File: src/rtl/rotary_encoder_param_ctrl_if.sv
// Signal bundle between the parameter controller, the rotary encoder
// instance and the host/application side. The controller uses the slave
// view; whatever drives the encoder inputs and the host port uses master.
interface rotary_encoder_param_ctrl_if #(
  parameter int COUNTER_BITS = 8,
  parameter int NUM_PARAMS   = 4
) ();

  localparam int IDX_BITS = $clog2(NUM_PARAMS);

  // Encoder side
  logic                             sw_n;
  logic [COUNTER_BITS-1:0]          counter_out;
  logic                             counter_init;
  logic [COUNTER_BITS-1:0]          counter_in;

  // Host write port
  logic                             host_wr;
  logic [IDX_BITS-1:0]              host_idx;
  logic [COUNTER_BITS-1:0]          host_data;

  // Application-facing status
  logic [IDX_BITS-1:0]              sel_idx;
  logic [NUM_PARAMS*COUNTER_BITS-1:0] params;
  logic                             param_changed;
  logic [IDX_BITS-1:0]              changed_idx;
  logic                             busy;

  modport master (
    output sw_n, counter_out, host_wr, host_idx, host_data,
    input  counter_init, counter_in, sel_idx, params,
           param_changed, changed_idx, busy
  );

  modport slave (
    input  sw_n, counter_out, host_wr, host_idx, host_data,
    output counter_init, counter_in, sel_idx, params,
           param_changed, changed_idx, busy
  );

endinterface

File: src/rtl/rotary_encoder_param_ctrl.sv
// Multiplexes one rotary encoder counter across NUM_PARAMS parameter
// registers. A button press selects the next parameter, reloads the encoder
// from it, and from then on the encoder value is mirrored into that register.
// A host port may overwrite any register at any time.
module rotary_encoder_param_ctrl #(
  parameter int COUNTER_BITS = 8,
  parameter int NUM_PARAMS   = 4,
  parameter int INIT_VALUE   = 0,
  parameter int LOAD_SETTLE  = 2
) (
  input  logic clk,
  input  logic reset,
  rotary_encoder_param_ctrl_if.slave bus
);

  localparam int IDX_BITS = $clog2(NUM_PARAMS);
  localparam int CNT_BITS = (LOAD_SETTLE > 1) ? $clog2(LOAD_SETTLE) : 1;

  localparam logic [IDX_BITS-1:0]     LAST_IDX     = IDX_BITS'(NUM_PARAMS - 1);
  localparam logic [COUNTER_BITS-1:0] INIT_VAL     = COUNTER_BITS'(INIT_VALUE);
  localparam logic [CNT_BITS-1:0]     SETTLE_START = CNT_BITS'(LOAD_SETTLE - 1);

  typedef enum logic [1:0] {
    ST_LOAD,    // strobe counter_init, encoder takes counter_in
    ST_SETTLE,  // encoder output not yet trustworthy
    ST_TRACK    // mirror encoder output into the selected register
  } state_t;

  state_t                  state_q,  state_d;
  logic [CNT_BITS-1:0]     settle_q, settle_d;
  logic [IDX_BITS-1:0]     sel_q,    sel_d;
  logic [COUNTER_BITS-1:0] param_q [NUM_PARAMS];
  logic [COUNTER_BITS-1:0] param_d [NUM_PARAMS];
  logic                    sw_q;
  logic                    changed_q,     changed_d;
  logic [IDX_BITS-1:0]     changed_idx_q, changed_idx_d;

  logic press;
  logic host_valid;
  logic host_hit;
  logic host_change;
  logic mirror;

  // Falling edge of the debounced button; a held button yields one event.
  assign press = sw_q & ~bus.sw_n;

  // Host writes beyond NUM_PARAMS (non power-of-two counts) are ignored.
  assign host_valid  = bus.host_wr && (int'(bus.host_idx) < NUM_PARAMS);
  assign host_hit    = host_valid && (bus.host_idx == sel_q);
  assign host_change = host_valid && (param_q[bus.host_idx] != bus.host_data);

  // Mirror only in TRACK, never in a press cycle, and the host wins a
  // collision on the selected register.
  assign mirror = (state_q == ST_TRACK) && !press && !host_hit &&
                  (bus.counter_out != param_q[sel_q]);

  // Next-state, register updates and change reporting.
  always_comb begin
    // NOTE: every signal written here gets a default first so no path leaves
    // it unassigned, which would otherwise infer a latch.
    state_d       = state_q;
    settle_d      = settle_q;
    sel_d         = sel_q;
    param_d       = param_q;
    changed_d     = 1'b0;
    changed_idx_d = changed_idx_q;

    if (host_valid) begin
      param_d[bus.host_idx] = bus.host_data;
    end
    if (mirror) begin
      param_d[sel_q] = bus.counter_out;
    end

    // The selected-register mirror takes the change flag if both land.
    if (mirror) begin
      changed_d     = 1'b1;
      changed_idx_d = sel_q;
    end else if (host_change) begin
      changed_d     = 1'b1;
      changed_idx_d = bus.host_idx;
    end

    unique case (state_q)
      ST_LOAD: begin
        state_d  = ST_SETTLE;
        settle_d = SETTLE_START;
      end
      ST_SETTLE: begin
        if (settle_q == '0) begin
          state_d = ST_TRACK;
        end else begin
          settle_d = settle_q - 1'b1;
        end
      end
      ST_TRACK: begin
        if (press) begin
          sel_d   = (sel_q == LAST_IDX) ? '0 : sel_q + 1'b1;
          state_d = ST_LOAD;
        end
      end
      default: state_d = ST_LOAD;
    endcase

    // A host write to the selected register forces the encoder to reload.
    if (host_hit) begin
      state_d = ST_LOAD;
    end
  end

  // State and register file, synchronous active-high reset.
  always_ff @(posedge clk) begin
    // NOTE: sequential state uses non-blocking assignments so every register
    // samples its pre-edge inputs regardless of statement order.
    if (reset) begin
      state_q       <= ST_LOAD;
      settle_q      <= '0;
      sel_q         <= '0;
      sw_q          <= 1'b1;
      changed_q     <= 1'b0;
      changed_idx_q <= '0;
      // NOTE: the parameter array is a small register file with a defined
      // power-up value, so it is reset explicitly rather than left as RAM.
      for (int k = 0; k < NUM_PARAMS; k++) begin
        param_q[k] <= INIT_VAL;
      end
    end else begin
      state_q       <= state_d;
      settle_q      <= settle_d;
      sel_q         <= sel_d;
      sw_q          <= bus.sw_n;
      changed_q     <= changed_d;
      changed_idx_q <= changed_idx_d;
      param_q       <= param_d;
    end
  end

  // Flatten the register file onto the params bus.
  always_comb begin
    bus.params = '0;
    for (int k = 0; k < NUM_PARAMS; k++) begin
      bus.params[k*COUNTER_BITS +: COUNTER_BITS] = param_q[k];
    end
  end

  // The load strobe is suppressed while reset is held so it only fires in
  // the first LOAD cycle after release.
  assign bus.counter_init  = (state_q == ST_LOAD) && !reset;
  assign bus.busy          = (state_q != ST_TRACK);
  assign bus.counter_in    = param_q[sel_q];
  assign bus.sel_idx       = sel_q;
  assign bus.param_changed = changed_q;
  assign bus.changed_idx   = changed_idx_q;

endmodule

File: src/flat_wrapper.sv
// flat-port wrapper written by rule: the top's interface ports become plain ports
module rotary_encoder_param_ctrl_flat 
#(
  parameter int COUNTER_BITS = 8,
  parameter int NUM_PARAMS   = 4,
  parameter int INIT_VALUE   = 0,
  parameter int LOAD_SETTLE  = 2
)
  (clk, reset, bus_sw_n, bus_counter_out, bus_host_wr, bus_host_idx, bus_host_data, bus_counter_init, bus_counter_in, bus_sel_idx, bus_params, bus_param_changed, bus_changed_idx, bus_busy);
  rotary_encoder_param_ctrl_if #(.COUNTER_BITS(COUNTER_BITS), .NUM_PARAMS(NUM_PARAMS)) bus_i ();
  input  logic clk;
  input  logic reset;
  input wire logic [$bits(bus_i.sw_n)-1:0] bus_sw_n;
  input wire logic [$bits(bus_i.counter_out)-1:0] bus_counter_out;
  input wire logic [$bits(bus_i.host_wr)-1:0] bus_host_wr;
  input wire logic [$bits(bus_i.host_idx)-1:0] bus_host_idx;
  input wire logic [$bits(bus_i.host_data)-1:0] bus_host_data;
  output wire logic [$bits(bus_i.counter_init)-1:0] bus_counter_init;
  output wire logic [$bits(bus_i.counter_in)-1:0] bus_counter_in;
  output wire logic [$bits(bus_i.sel_idx)-1:0] bus_sel_idx;
  output wire logic [$bits(bus_i.params)-1:0] bus_params;
  output wire logic [$bits(bus_i.param_changed)-1:0] bus_param_changed;
  output wire logic [$bits(bus_i.changed_idx)-1:0] bus_changed_idx;
  output wire logic [$bits(bus_i.busy)-1:0] bus_busy;
  assign bus_i.sw_n = bus_sw_n;
  assign bus_i.counter_out = bus_counter_out;
  assign bus_i.host_wr = bus_host_wr;
  assign bus_i.host_idx = bus_host_idx;
  assign bus_i.host_data = bus_host_data;
  assign bus_counter_init = bus_i.counter_init;
  assign bus_counter_in = bus_i.counter_in;
  assign bus_sel_idx = bus_i.sel_idx;
  assign bus_params = bus_i.params;
  assign bus_param_changed = bus_i.param_changed;
  assign bus_changed_idx = bus_i.changed_idx;
  assign bus_busy = bus_i.busy;
  rotary_encoder_param_ctrl #(.COUNTER_BITS(COUNTER_BITS), .NUM_PARAMS(NUM_PARAMS), .INIT_VALUE(INIT_VALUE), .LOAD_SETTLE(LOAD_SETTLE)) u_core (.clk(clk), .reset(reset), .bus(bus_i));
endmodule
File: config.mk
export PLATFORM = sky130hd
export DESIGN_NAME = rotary_encoder_param_ctrl_flat
export DESIGN_NICKNAME = d
export VERILOG_FILES = /design/src/rtl/rotary_encoder_param_ctrl_if.sv /design/src/rtl/rotary_encoder_param_ctrl.sv /design/src/flat_wrapper.sv
export SDC_FILE = /design/constraint.sdc
export NUM_CORES = 1
export LEC_CHECK = 0
export BUFFER_PORTS_ARGS = -buffer_cell sky130_fd_sc_hd__buf_4
export CORE_MARGIN = 2
export CORE_UTILIZATION = 45
export DETAILED_ROUTE_END_ITERATION = 16
export GPL_TIMING_DRIVEN = 0
export PLACE_DENSITY = 0.8
export SKIP_LAST_GASP = 1
export SYNTH_ARGS = -nofsm -noshare
export SYNTH_HDL_FRONTEND = slang
export SYNTH_SLANG_ARGS = --single-unit
File: constraint.sdc
create_clock -name clk -period 2.5 [get_ports clk]
set_input_delay 0.375 -clock clk [delete_from_list [all_inputs] [get_ports clk]]
set_output_delay 0.375 -clock clk [all_outputs]
set_load 0.1 [all_outputs]
After elaboration in Yosys (flattened, before gate mapping) --
Index checks and enable logic that the tools add are counted.
Operators by class: reductions and logical operators 17, bitwise gates (word level) 4, shifts and indexed selects 0, add/sub/neg operators 2, multiplexer cells 24, $mul 0, equality and inequality tests 9, divide/modulo/power cells 0, magnitude comparators 4
Operator list (count):
- 32-bit bitwise mux | 2
- 32-bit two-way mux | 2
- 8-bit two-way mux | 6
- 8-bit binary-select mux with 2-bit select | 2
- 8-bit demux with 2-bit select | 2
- 8-bit != test | 2
- 2-bit two-way mux | 5
- 1-bit logical AND | 8
- 3-bit >= comparator, second input constant | 2
- 3-bit by 1-bit less-than comparator with 1-bit output, second input constant | 2
- 2-bit inverter with 3-bit output | 2
- 2-bit case mux with 3 select lines | 1
- 2-bit == test, second input constant | 2
- 2-bit != test, second input constant | 2
- 2-bit AND reduction | 2
- 2-bit nonzero test | 2
- 1-bit zero test | 3
- 1-bit two-way mux | 3
- 2-bit by 1-bit adder with 2-bit output, second input constant | 1
- 2-bit by 1-bit == test with 1-bit output, second input constant | 1
- 2-bit == test | 1
- 2-bit zero test | 1
- 2-bit by 1-bit != test with 1-bit output, second input constant | 1
- 1-bit case mux with 2 select lines | 1
- 4 further kinds | 4
Word-level totals: output and inout bits 47, input bits 22, word-level logic and storage cells 70, bits in registers 41, bits in writable memories 0, memories kept 0, latch bits 0, ROM bits 0

Longest topological paths before layout --
Gate-level depths: netlist of the first run.
depth after elaboration 9, depth in mapped cells 8, gate-level depth less buffers 6

Worst setup path after synthesis of the first run --
No wires, ideal clock.
path type register to register, start register u_core.sel_q[0] (netlist: u_core.bus.sel_idx[0]), end register u_core.param_q, in the netlist u_core.bus.params[13], buffers on the path 1, stages on the path, launching flop included 8, required time 2420 ps, period minus slack after synthesis 3624 ps, arrival 3544 ps, path slack -1124 ps, library setup time 80 ps, cell sequence dfxtp_1 -> mux4_1 -> xnor2_1 -> nand4_4 -> o2111ai_4 -> buf_6 -> nor2_1 -> a211oi_2
On the way: cells in the longest elaborated chain, start to end 7, elaborated cells on any way between the ends 17, those cells by class order compare (2); eq/ne (2); mux (7); bitwise (1); reduce/logical (5)
RTL lines:
- start: declaration | line rotary_encoder_param_ctrl.sv:31 | logic [IDX_BITS-1:0] sel_q, sel_d;
- start signal: assignment | line rotary_encoder_param_ctrl.sv:130 | sel_q <= sel_d;
- 2-bit inverter with 3-bit output
- 8-bit binary-select mux with 2-bit select
- 8-bit two-way mux (2 in a row)
- via bus_counter_in[0] | line flat_wrapper.sv:19 | output wire logic [$bits(bus_i.counter_in)-1:0] bus_counter_in;
- 8-bit != test | line rotary_encoder_param_ctrl.sv:55 | (bus.counter_out != param_q[sel_q]);
- 1-bit logical AND | line rotary_encoder_param_ctrl.sv:54 | assign mirror = (state_q == ST_TRACK) && !press && !host_hit &&
- 32-bit two-way mux | line rotary_encoder_param_ctrl.sv:71 | if (mirror) begin
- end signal: assignment | line rotary_encoder_param_ctrl.sv:134 | param_q <= param_d;
- end: declaration | line rotary_encoder_param_ctrl.sv:32 | logic [COUNTER_BITS-1:0] param_q [NUM_PARAMS];
The timed path passes the listed nets, and every way through them passes these cells. The select of a mux whose other input is x is not followed. A chain may end at the register's enable or synchronous reset.

Final worst setup path of the first run --
start register u_core.sel_q[0] (netlist: u_core.bus.sel_idx[0]), end register u_core.param_q, in the netlist u_core.bus.params[26]
On the way: cells in the longest elaborated chain, start to end 7, elaborated cells on any way between the ends 17, those cells by class order compare (2); eq/ne (2); mux (7); bitwise (1); reduce/logical (5)
RTL lines:
- 2-bit inverter with 3-bit output (implied by the code) | line rotary_encoder_param_ctrl.sv:55, rotary_encoder_param_ctrl.sv:72
- 3-bit >= comparator (implied by the code) (tied with other cells) | line rotary_encoder_param_ctrl.sv:72 | param_d[sel_q] = bus.counter_out;
- 1-bit logical AND (implied by the code) / 8-bit two-way mux (equally long branches) | line rotary_encoder_param_ctrl.sv:72, rotary_encoder_param_ctrl.sv:55
- 8-bit two-way mux (on tied branches) | line rotary_encoder_param_ctrl.sv:72, rotary_encoder_param_ctrl.sv:55
- 8-bit demux with 2-bit select / 8-bit != test (equally long branches) | line rotary_encoder_param_ctrl.sv:72, rotary_encoder_param_ctrl.sv:55
- 32-bit bitwise mux / 1-bit logical AND (equally long branches) | line rotary_encoder_param_ctrl.sv:72, rotary_encoder_param_ctrl.sv:54
- 32-bit two-way mux (*) | line rotary_encoder_param_ctrl.sv:71
Every way passes the cells marked *; elsewhere a longest branch is shown, timed or not. The select of a mux whose other input is x is not followed.

==> flow_summary.yaml, run 1 <==
setup_path:
  reg2reg_depth: 8
  start_kind: "register"
  critPathMaxFanout: 5
  worstSetupPathType: "reg -> reg"
  endpoint_kind: "register"
  worstReg2RegEnd: "u_core.bus.params[26]"
  cp.arrival_ps: 2660
  regToRegSetupSlack_ps: 50
  worstPathRequired_ps: 2710
  startpoint: "u_core.bus.sel_idx[0]"
  r2r-start: "u_core.bus.sel_idx[0]"
timing:
  worstMarginPinSlew_ps: 738
  setup-tns-final_ps: 0
  drv_slew: 0
  min_period_ps: 2450
  slew_headroom_pct: 50.8
  max_clock_freq_mhz: 408
  worst_clock_skew_ps: 8.18
  fin_crit_sh_pct: 97.9
  setup_viol: 0
  hold_viol: 0
  finalHoldWorstSlack_ps: 268
global_routing:
  grt_start_max_net_pins: 14
  grt_remaining_overflow: 0
  grt_pass1_wl_um: 12400
  antenna_found_initial: 0
  grt_usage_pct: 26.2
  grt_pass1_vias: 2265
place:
  place_hpwl_um: 5560
  placed_area_um2: 3290
  dp.cells: 375
  gp_congestion: 0.842
  io_buffers: 66
clock_network:
  path_clk_slew_ps: 90
  numClockSinks: 41
  clockBufferDepth: 2
  clock-root-buffer: "clkbuf_8"
  clk_latency_ps: 310
  tritoncts: "built"
  htreeDepth: 2
  cts-buffers-inserted: 5
pwr:
  switching_share_pct: 39.5
  ir_drop_mv: 0.332
  seq_power_share_pct: 37.1
  leakage_nw: 1.55
  pwr-share-clk_pct: 28.0
  power_density_nw_per_um2: 529
  internal-power_mw: 1.18
  switching_power_uw: 770
  power_frac_comb_pct: 34.9
layout:
  fillers: 430
  finish.instance_area_um2: 3690
  layoutNonFillerInstCount: 405
  syn2layout_area_growth_pct: 39.9
  diodes: 0
  ff_latch_area_um2: 868
  multiInputGateArea_um2: 1790
  drive_gt1_share_pct: 56.8
  fin_nets: 358
  fin_util_pct: 66.2
die:
  coreArea_um2: 5570
  die_x_um: 80.6
  die_h_um: 80.6
  start_util_pct: 47.3
  pin_count: 69
  fp-row-count: 27
  die_area_um2: 6490
route:
  drtIter0Drc: 191
  dr.pass1.iters: 4
  viasPerCell: 5.87
  drc: 0
  wl_um: 8340
  post_drt_wl_per_cell_um: 20.6
  num_vias: 2376
  detail-route-antenna-nets: 0
logic_synthesis:
  post-synth-top-area-fraction_pct: 31.1
  syn_inst: 237
  synth_top_area_cell: "dfxtp_1"
  synthesis.nets: 263
  ys_warn_count: 0
  synthTopCellsByArea: "dfxtp_1 (31%), mux2i_1 (13%), mux4_2 (11%), a211oi_1 (7.1%), nor2_1 (6.0%)"
  syn-cell-area_um2: 2640
  avgSynthCellArea_um2: 11.1
  yosys_register_bits: 41
  yosysSeqAreaShare_pct: 31.1
  yosysUniqueCellTypes: 32
outcome:
  outcome: "finished clean"
hold_path:
  worstHoldEndpoint: "u_core.sw_q"
  hold_depth: 2
  hold_path.class: "in -> reg"
  hold_path_startpoint: "bus_sw_n"
job:
  cap_violations: 0
layout make-up:
cell class,instances,share of cell area (%)
buffer,17,3.36
tap,72,2.44
multi-input combinational,176,48.6
sequential,41,23.5
clock inverter,1,0.203
timing repair buffer,88,18.7
inverter,3,0.305
clock buffer,7,2.92
what timing repair did:
item | 4_1_cts | 5_1_grt
pin swaps | 6 | 9
setup buffers | 14 | 7
cloned | 1 | 1
hold buffers | 0 | 0
setup endpoints to repair | 32 | 30
gates resized for setup | 2 | 16
state kept, by name, indices dropped and copies added, names as in the netlist:
| name | flops |
|---|---|
| u_core.bus.param_changed | 1 |
| u_core.sw_q | 1 |
| u_core.state_q | 2 |
| u_core.settle_q | 1 |
| u_core.bus.params | 32 |
| u_core.bus.sel_idx | 2 |
| u_core.bus.changed_idx | 2 |
cell usage after synthesis:
cell type	instances
a211oi_1	25
a211oi_2	8
a21oi_1	3
a311oi_1	1
and3_1	1
buf_1	4
buf_2	3
buf_6	5
clkbuf_1	5
dfxtp_1	41
ha_1	4
inv_1	3
mux2i_1	35
mux4_1	3
mux4_2	13
nand2_1	1
nand2b_1	2
nand3_1	2
nand3b_1	2
nand4_1	2
nand4_4	2
nor2_1	42
nor3_1	1
nor3b_1	2
o2111ai_4	4
o211ai_1	1
o211ai_2	1
o21ai_0	1
o21ai_1	1
or2_2	1
xnor2_1	13
xnor2_2	5
how the worst max path moves through the flow:
stage	depth (start not counted)	end
global route	8	u_core.bus.params[26]
floorplan	8	u_core.bus.params[29]
global placement	8	u_core.bus.params[30]
detailed placement	8	u_core.bus.params[14]
CTS	8	u_core.bus.params[31]
finish	8	u_core.bus.params[26]
power by group through the flow:
stage          Combinational [mW]  Sequential (mW)  Clock (mW)
2_1_floorplan               0.297            0.927           0
5_1_grt                     0.703            0.728       0.574
4_1_cts                     0.656            0.722       0.548
6_report                    0.681            0.724       0.545
3_3_place_gp                0.634            0.737           0
3_5_place_dp                0.643            0.738           0
layout by cell type (no fill, tap or decap), drive strengths merged:
cell type / instances
o211ai: 2
nor3: 1
o2111ai: 4
nor2: 42
xnor2: 18
buf: 98
nand3b: 2
mux4: 16
nand4: 4
clkbuf: 14
mux2i: 35
a21oi: 3
a311oi: 1
or2: 1
clkinvlp: 1
nand2: 1
dfxtp: 41
and3: 1
nand3: 2
nor3b: 2
o21ai: 2
a211oi: 33
inv: 3
nand2b: 2
ha: 4
kinds of logic after synthesis:
logic type | Yosys count | share of synthesized area [%]
multiplexers | 51 | 27.4
AND/OR/NAND/NOR | 58 | 10.9
buffers and inverters | 20 | 4.41
XOR/XNOR | 18 | 7.40
adder cells (fa/ha/maj) | 4 | 1.90
flip-flops | 41 | 31.1
AO/OA/AOI/OAI | 45 | 16.9
per-layer routing:
| metal | share of wire [%] | GRT usage [%] | vias to the layer above |
|---|---|---|---|
| met4 | 1.3 | 7.97 | 0 |
| met3 | 7.9 | 4.61 | 8 |
| met1 | 41 | 34.4 | 1178 |
| met2 | 50 | 43.8 | 107 |
| li1 | - | - | 1083 |
| met5 | 0 | 0 | - |
worst max-delay path, stage by stage (launching register included):
cell and delay [ps]:
dfxtp_4 390, buf_12 140, mux4_2 540, xnor2_2 230, nand4_4 230, o2111ai_4 390, buf_6 160, nor2_1 40
a211oi_1 220
stage by stage:
| stage | total power, mW | worst slack (ps) |
|---|---|---|
| 2_1_floorplan | 1.22 | -303 |
| 3_3_place_gp | 1.37 | -98.6 |
| 3_5_place_dp | 1.38 | -130 |
| 4_1_cts | 1.93 | 6.81 |
| 5_1_grt | 2.01 | -19.5 |
| 6_report | 1.95 | 51.9 |
(Power assumes the default switching activity.)
==> run 2, diff against run 1 <==
==> constraint.sdc (replaced) <==
create_clock -name clk -period 2.4 [get_ports clk]
set_input_delay 0.24 -clock clk [delete_from_list [all_inputs] [get_ports clk]]
set_output_delay 0.24 -clock clk [all_outputs]
set_load 0.1 [all_outputs]
==> run 2 against run 1 <==
Effect of this change: the flow now finishes with violations (setup timing); largest power group unchanged; combinational power rose by 6.0%; worst setup slack worse by 170 ps; via count up 5.6%.
==> flow_summary.yaml, run 2 (synthesis gave the netlist of run 1 again) <==
outcome:
  outcome: "finished with violations"
  violations: "setup timing"
timing:
  slew_headroom_pct: 36.9
  rsz0062_at_grt: "true"
  fin_crit_sh_pct: 105
  setup-tns-final_ps: -897
  drv_slew: 0
  hold_viol: 0
  min_period_ps: 2520
  setup_ws_ps: -121
  max_clock_freq_mhz: 397
  setup_viol: 24
  worstMarginPinSlew_ps: 947
  worst_clock_skew_ps: 13.5
die:
  die_h_um: 80.6
  coreArea_um2: 5570
  die_x_um: 80.6
  pin_count: 69
  die_area_um2: 6490
  start_util_pct: 47.3
  fp-row-count: 27
place:
  placed_area_um2: 3290
  place_hpwl_um: 5560
  preCtsSetupSlack_ps: -230
  gp_congestion: 0.842
  io_buffers: 66
  dp.cells: 375
route:
  drc: 0
  wl_um: 9010
  post_drt_wl_per_cell_um: 21.8
  viasPerCell: 6.08
  drtIter0Drc: 222
  num_vias: 2509
  detail-route-antenna-nets: 0
  dr.pass1.iters: 5
setup_path:
  endpoint_kind: "register"
  worstSetupPathType: "reg -> reg"
  cp.arrival_ps: 2740
  max_stage_delay_ps: 550
  reg2reg_depth: 8
  critPathMaxFanout: 9
  path_cells: "buf_12 -> mux4_2 -> xnor2_2 -> nand4_4 -> o2111ai_4 -> buf_8 -> nor2_1 -> a211oi_2"
  worst_path_max_delay_cell: "mux4_2"
  start_kind: "register"
  worstPathRequired_ps: 2620
pwr:
  leakage_nw: 1.60
  ir_drop_mv: 0.406
  power_density_nw_per_um2: 537
  finalPower_mw: 2.06
layout:
  diodes: 0
  finish.instance_area_um2: 3830
  final_common_cell: "buf_4"
  largest_reg_flops: 32
  drive_gt1_share_pct: 62.5
  fin_nets: 366
  layoutNonFillerInstCount: 413
  layout_common_cells: "buf_4 (85), mux2i_1 (35), dfxtp_2 (32)"
  syn2layout_area_growth_pct: 45.1
global_routing:
  grt_pass1_vias: 2330
  grt_usage_pct: 26.8
  grt_start_max_net_pins: 14
  grt_remaining_overflow: 0
  antenna_found_initial: 0
  grt_pass1_wl_um: 12600
hold_path:
  hold_path.class: "in -> reg"
  hold_depth: 2
clock_network:
  clockBufferDepth: 2
  tritoncts: "built"
  path_clk_slew_ps: 90
  cts-buffers-inserted: 5
  htreeDepth: 2
  numClockSinks: 41
  clk_latency_ps: 310
  ctsHoldBuffers: 0
  clock-root-buffer: "clkbuf_8"
job:
  cap_violations: 0
-- run 2: final timing paths --
| kind | startpoint | slack [ps] | to |
|---|---|---|---|
| max reg2reg | u_core.bus.sel_idx[0] | -120 | u_core.bus.params[6] |
| min | bus_sw_n | 140 | u_core.sw_q |
| min reg2reg | u_core.settle_q | 500 | u_core.settle_q |
| max | u_core.bus.sel_idx[0] | -120 | u_core.bus.params[6] |
-- run 2: repair_timing --
| action | in CTS | in global routing |
|---|---|---|
| resized for setup | 14 | 27 |
| hold endpoints to repair | 0 | 0 |
| setup buffers | 17 | 12 |
| pin swaps | 13 | 13 |
| cloned | 1 | 0 |
| endpoints found under the setup margin | 33 | 34 |
-- run 2: per-stage QoR --
stage | util [%] | hold WS (ps)
final | 68.7 | 141
after global routing | 68.7 | 142
after CTS | 64.8 | 131
after detailed placement | 59.1 | 451
after global placement | 59.1 | 449
after floorplan | - | 347
-- run 2: layout make-up --
type | count | area, um2
multi-input combinational | 176 | 1840
fill | 401 | 1750
sequential | 41 | 868
timing repair buffer | 96 | 783
buffer | 17 | 124
clock buffer | 7 | 108
tap | 72 | 90.1
inverter | 3 | 11.3
clock inverter | 1 | 7.51
-- run 2: routing by layer --
metal | part of all wire, % | wire [um] | GRT usage, %
met2 | 51 | 4640 | 45.4
met1 | 39 | 3510 | 34.3
met4 | 2.1 | 189 | 10.0
met5 | 0 | 0 | 0
met3 | 7.4 | 670 | 4.27
-- run 2: power breakdown --
group / total, mW / switching, mW / internal, mW / leakage (nW)
Clock: 0.578 / 0.281 / 0.297 / 0.0556
Combinational: 0.722 / 0.505 / 0.216 / 1.19
Sequential: 0.755 / 0.0365 / 0.719 / 0.351
Total: 2.06 / 0.823 / 1.23 / 1.60
-- run 2: worst max-delay path, delay by kind of cell, from the launching register on --
kind,cells,cell delay [ps]
multiplexers,1,550
XOR/XNOR,1,250
AND/OR/NAND/NOR,2,310
flip-flops,1,380
buffers and inverters,2,340
AO/OA/AOI/OAI,2,580
==> run 3, diff against run 2 <==
--- a/config.mk
+++ b/config.mk
@@ -11,6 +11,7 @@
 export DETAILED_ROUTE_END_ITERATION = 16
 export GPL_TIMING_DRIVEN = 0
 export PLACE_DENSITY = 0.8
+export SETUP_SLACK_MARGIN = 0.3
 export SKIP_LAST_GASP = 1
 export SYNTH_ARGS = -nofsm -noshare
 export SYNTH_HDL_FRONTEND = slang
==> run 3 against run 2 <==
Effect of this change: the flow still finishes with violations (setup timing); wire length fell by 1.0%; first-iteration DRC count fell by 26%; final area fell by 0.82%; combinational power barely moved; global-route usage rose by 1.6 points; via count fell by 3.9%; sequential cell count did not move; sequential share of layout area rose by 0.19 points; register-to-register slack improved by 60 ps; worst setup slack improved by 55 ps; worst hold slack improved by 4.2 ps; critical path depth did not move; largest power group unchanged.
==> flow_summary.yaml, run 3 (synthesis gave the netlist of run 1 again) <==
layout:
  layoutNonFillerInstCount: 401
  syn2layout_area_growth_pct: 43.9
  diodes: 0
  fin_nets: 355
  drive_gt1_share_pct: 62.6
  fin_util_pct: 68.1
  final_common_cell: "buf_4"
  largest_reg_flops: 32
  layout_common_cells: "buf_4 (70), mux2i_1 (35), dfxtp_2 (32)"
clock_network:
  htreeDepth: 2
  cts-buffers-inserted: 5
  clockBufferDepth: 2
  clk_latency_ps: 300
  numClockSinks: 41
  tritoncts: "built"
  clock-root-buffer: "clkbuf_8"
  ctsHoldBuffers: 0
  path_clk_slew_ps: 70
job:
  cap_violations: 0
timing:
  setup_viol: 13
  drv_slew: 0
  min_period_ps: 2470
  setup-tns-final_ps: -238
  worst_clock_skew_ps: 11.9
  slew_headroom_pct: 39.5
  rsz0062_at_grt: "true"
  fin_crit_sh_pct: 103
  max_clock_freq_mhz: 406
  hold_viol: 0
  setup_ws_ps: -66.0
  worstMarginPinSlew_ps: 908
global_routing:
  grt_pass1_vias: 2380
  grt_pass1_wl_um: 13300
  grt_start_max_net_pins: 12
  grt_usage_pct: 28.4
  antenna_found_initial: 0
  grt_remaining_overflow: 0
setup_path:
  cp.arrival_ps: 2660
  startpoint: "u_core.bus.sel_idx[0]"
  max_stage_delay_ps: 570
  worstSetupPathType: "reg -> reg"
  worst_path_max_delay_cell: "mux4_2"
  r2r-start: "u_core.bus.sel_idx[0]"
  critPathMaxFanout: 6
  worst-path-buf-inv: 2
  worstPathRequired_ps: 2600
  path_cells: "buf_12 -> mux4_2 -> xnor2_4 -> nand4_4 -> o2111ai_4 -> buf_6 -> nor2_1 -> a211oi_1"
  crit_family: "compound AO/OA/AOI/OAI gates"
  endpoint_kind: "register"
  start_kind: "register"
die:
  die_x_um: 80.6
  die_area_um2: 6490
  fp-row-count: 27
  coreArea_um2: 5570
  pin_count: 69
  start_util_pct: 47.3
  die_h_um: 80.6
pwr:
  leakage_nw: 1.56
  ir_drop_mv: 0.412
  power_density_nw_per_um2: 513
place:
  place_hpwl_um: 5490
  dp.cells: 375
  preCtsSetupSlack_ps: -226
  gp_congestion: 0.843
  io_buffers: 66
route:
  wl_um: 8920
  num_vias: 2412
  detail-route-antenna-nets: 0
  viasPerCell: 6.01
  post_drt_wl_per_cell_um: 22.2
  dr.pass1.iters: 4
  drc: 0
  drtIter0Drc: 165
outcome:
  outcome: "finished with violations"
  violations: "setup timing"
hold_path:
  hold_path.class: "in -> reg"
  hold_path_startpoint: "bus_sw_n"
==> run 3: cell types whose count changed in the layout (fill, tap and decap cells not counted), sizes merged <==
cell,before,now
buf,108,97
clkinvlp,1,0
==> run 3: worst register-to-register path, stage by stage (launching register included) <==
cell and delay (ps):
dfxtp_4 380, buf_12 140, mux4_2 580, xnor2_4 240, nand4_4 230, o2111ai_4 370
buf_6 170, nor2_1 50, a211oi_1 210
==> run 3: final cells by class <==
type	count	area [um2]
well taps	72	90.1
fillers	412	1780
flip-flops and latches	41	868
plain buffers	17	124
multi-input cells	176	1860
inverters	3	11.3
repair buffers	85	752
clock buffers	7	86.3
==> run 3: final timing paths <==
kind	endpoint	slack [ps]	depth (start not counted)
max	u_core.bus.params[15]	-70	8
min	u_core.sw_q	140	2
max reg2reg	u_core.bus.params[15]	-70	8
min reg2reg	u_core.bus.changed_idx[1]	490	2
==> run 3: per-stage QoR <==
step	power [mW]	hold WS, ps	instance area [um2]
floorplan	1.28	347	2710
global placement	1.43	451	3300
detailed placement	1.44	453	3300
CTS	1.93	140	3740
global route	2.01	149	3800
finish	1.95	145	3800
==> run 3: power by group <==
| part | internal, mW | switching (mW) |
|---|---|---|
| combinational | 0.216 | 0.506 |
| sequential | 0.719 | 0.0361 |
| clock | 0.228 | 0.243 |
| total | 1.16 | 0.784 |
==> run 3: routing by layer <==
layer | vias to the layer above | global-route usage (%) | wire [um]
li1 | 1078 | - | -
met1 | 1190 | 37.3 | 3630
met2 | 130 | 47.2 | 4370
met3 | 14 | 5.17 | 753
met4 | 0 | 9.32 | 161
met5 | - | 0 | 0
==> run 3: timing repair <==
action | CTS | global route
setup buffers | 15 | 0
pin swaps | 26 | 16
cloned | 4 | 0
setup endpoints to repair | 35 | 35
endpoints found under the hold margin | 0 | 0
resized for setup | 41 | 11
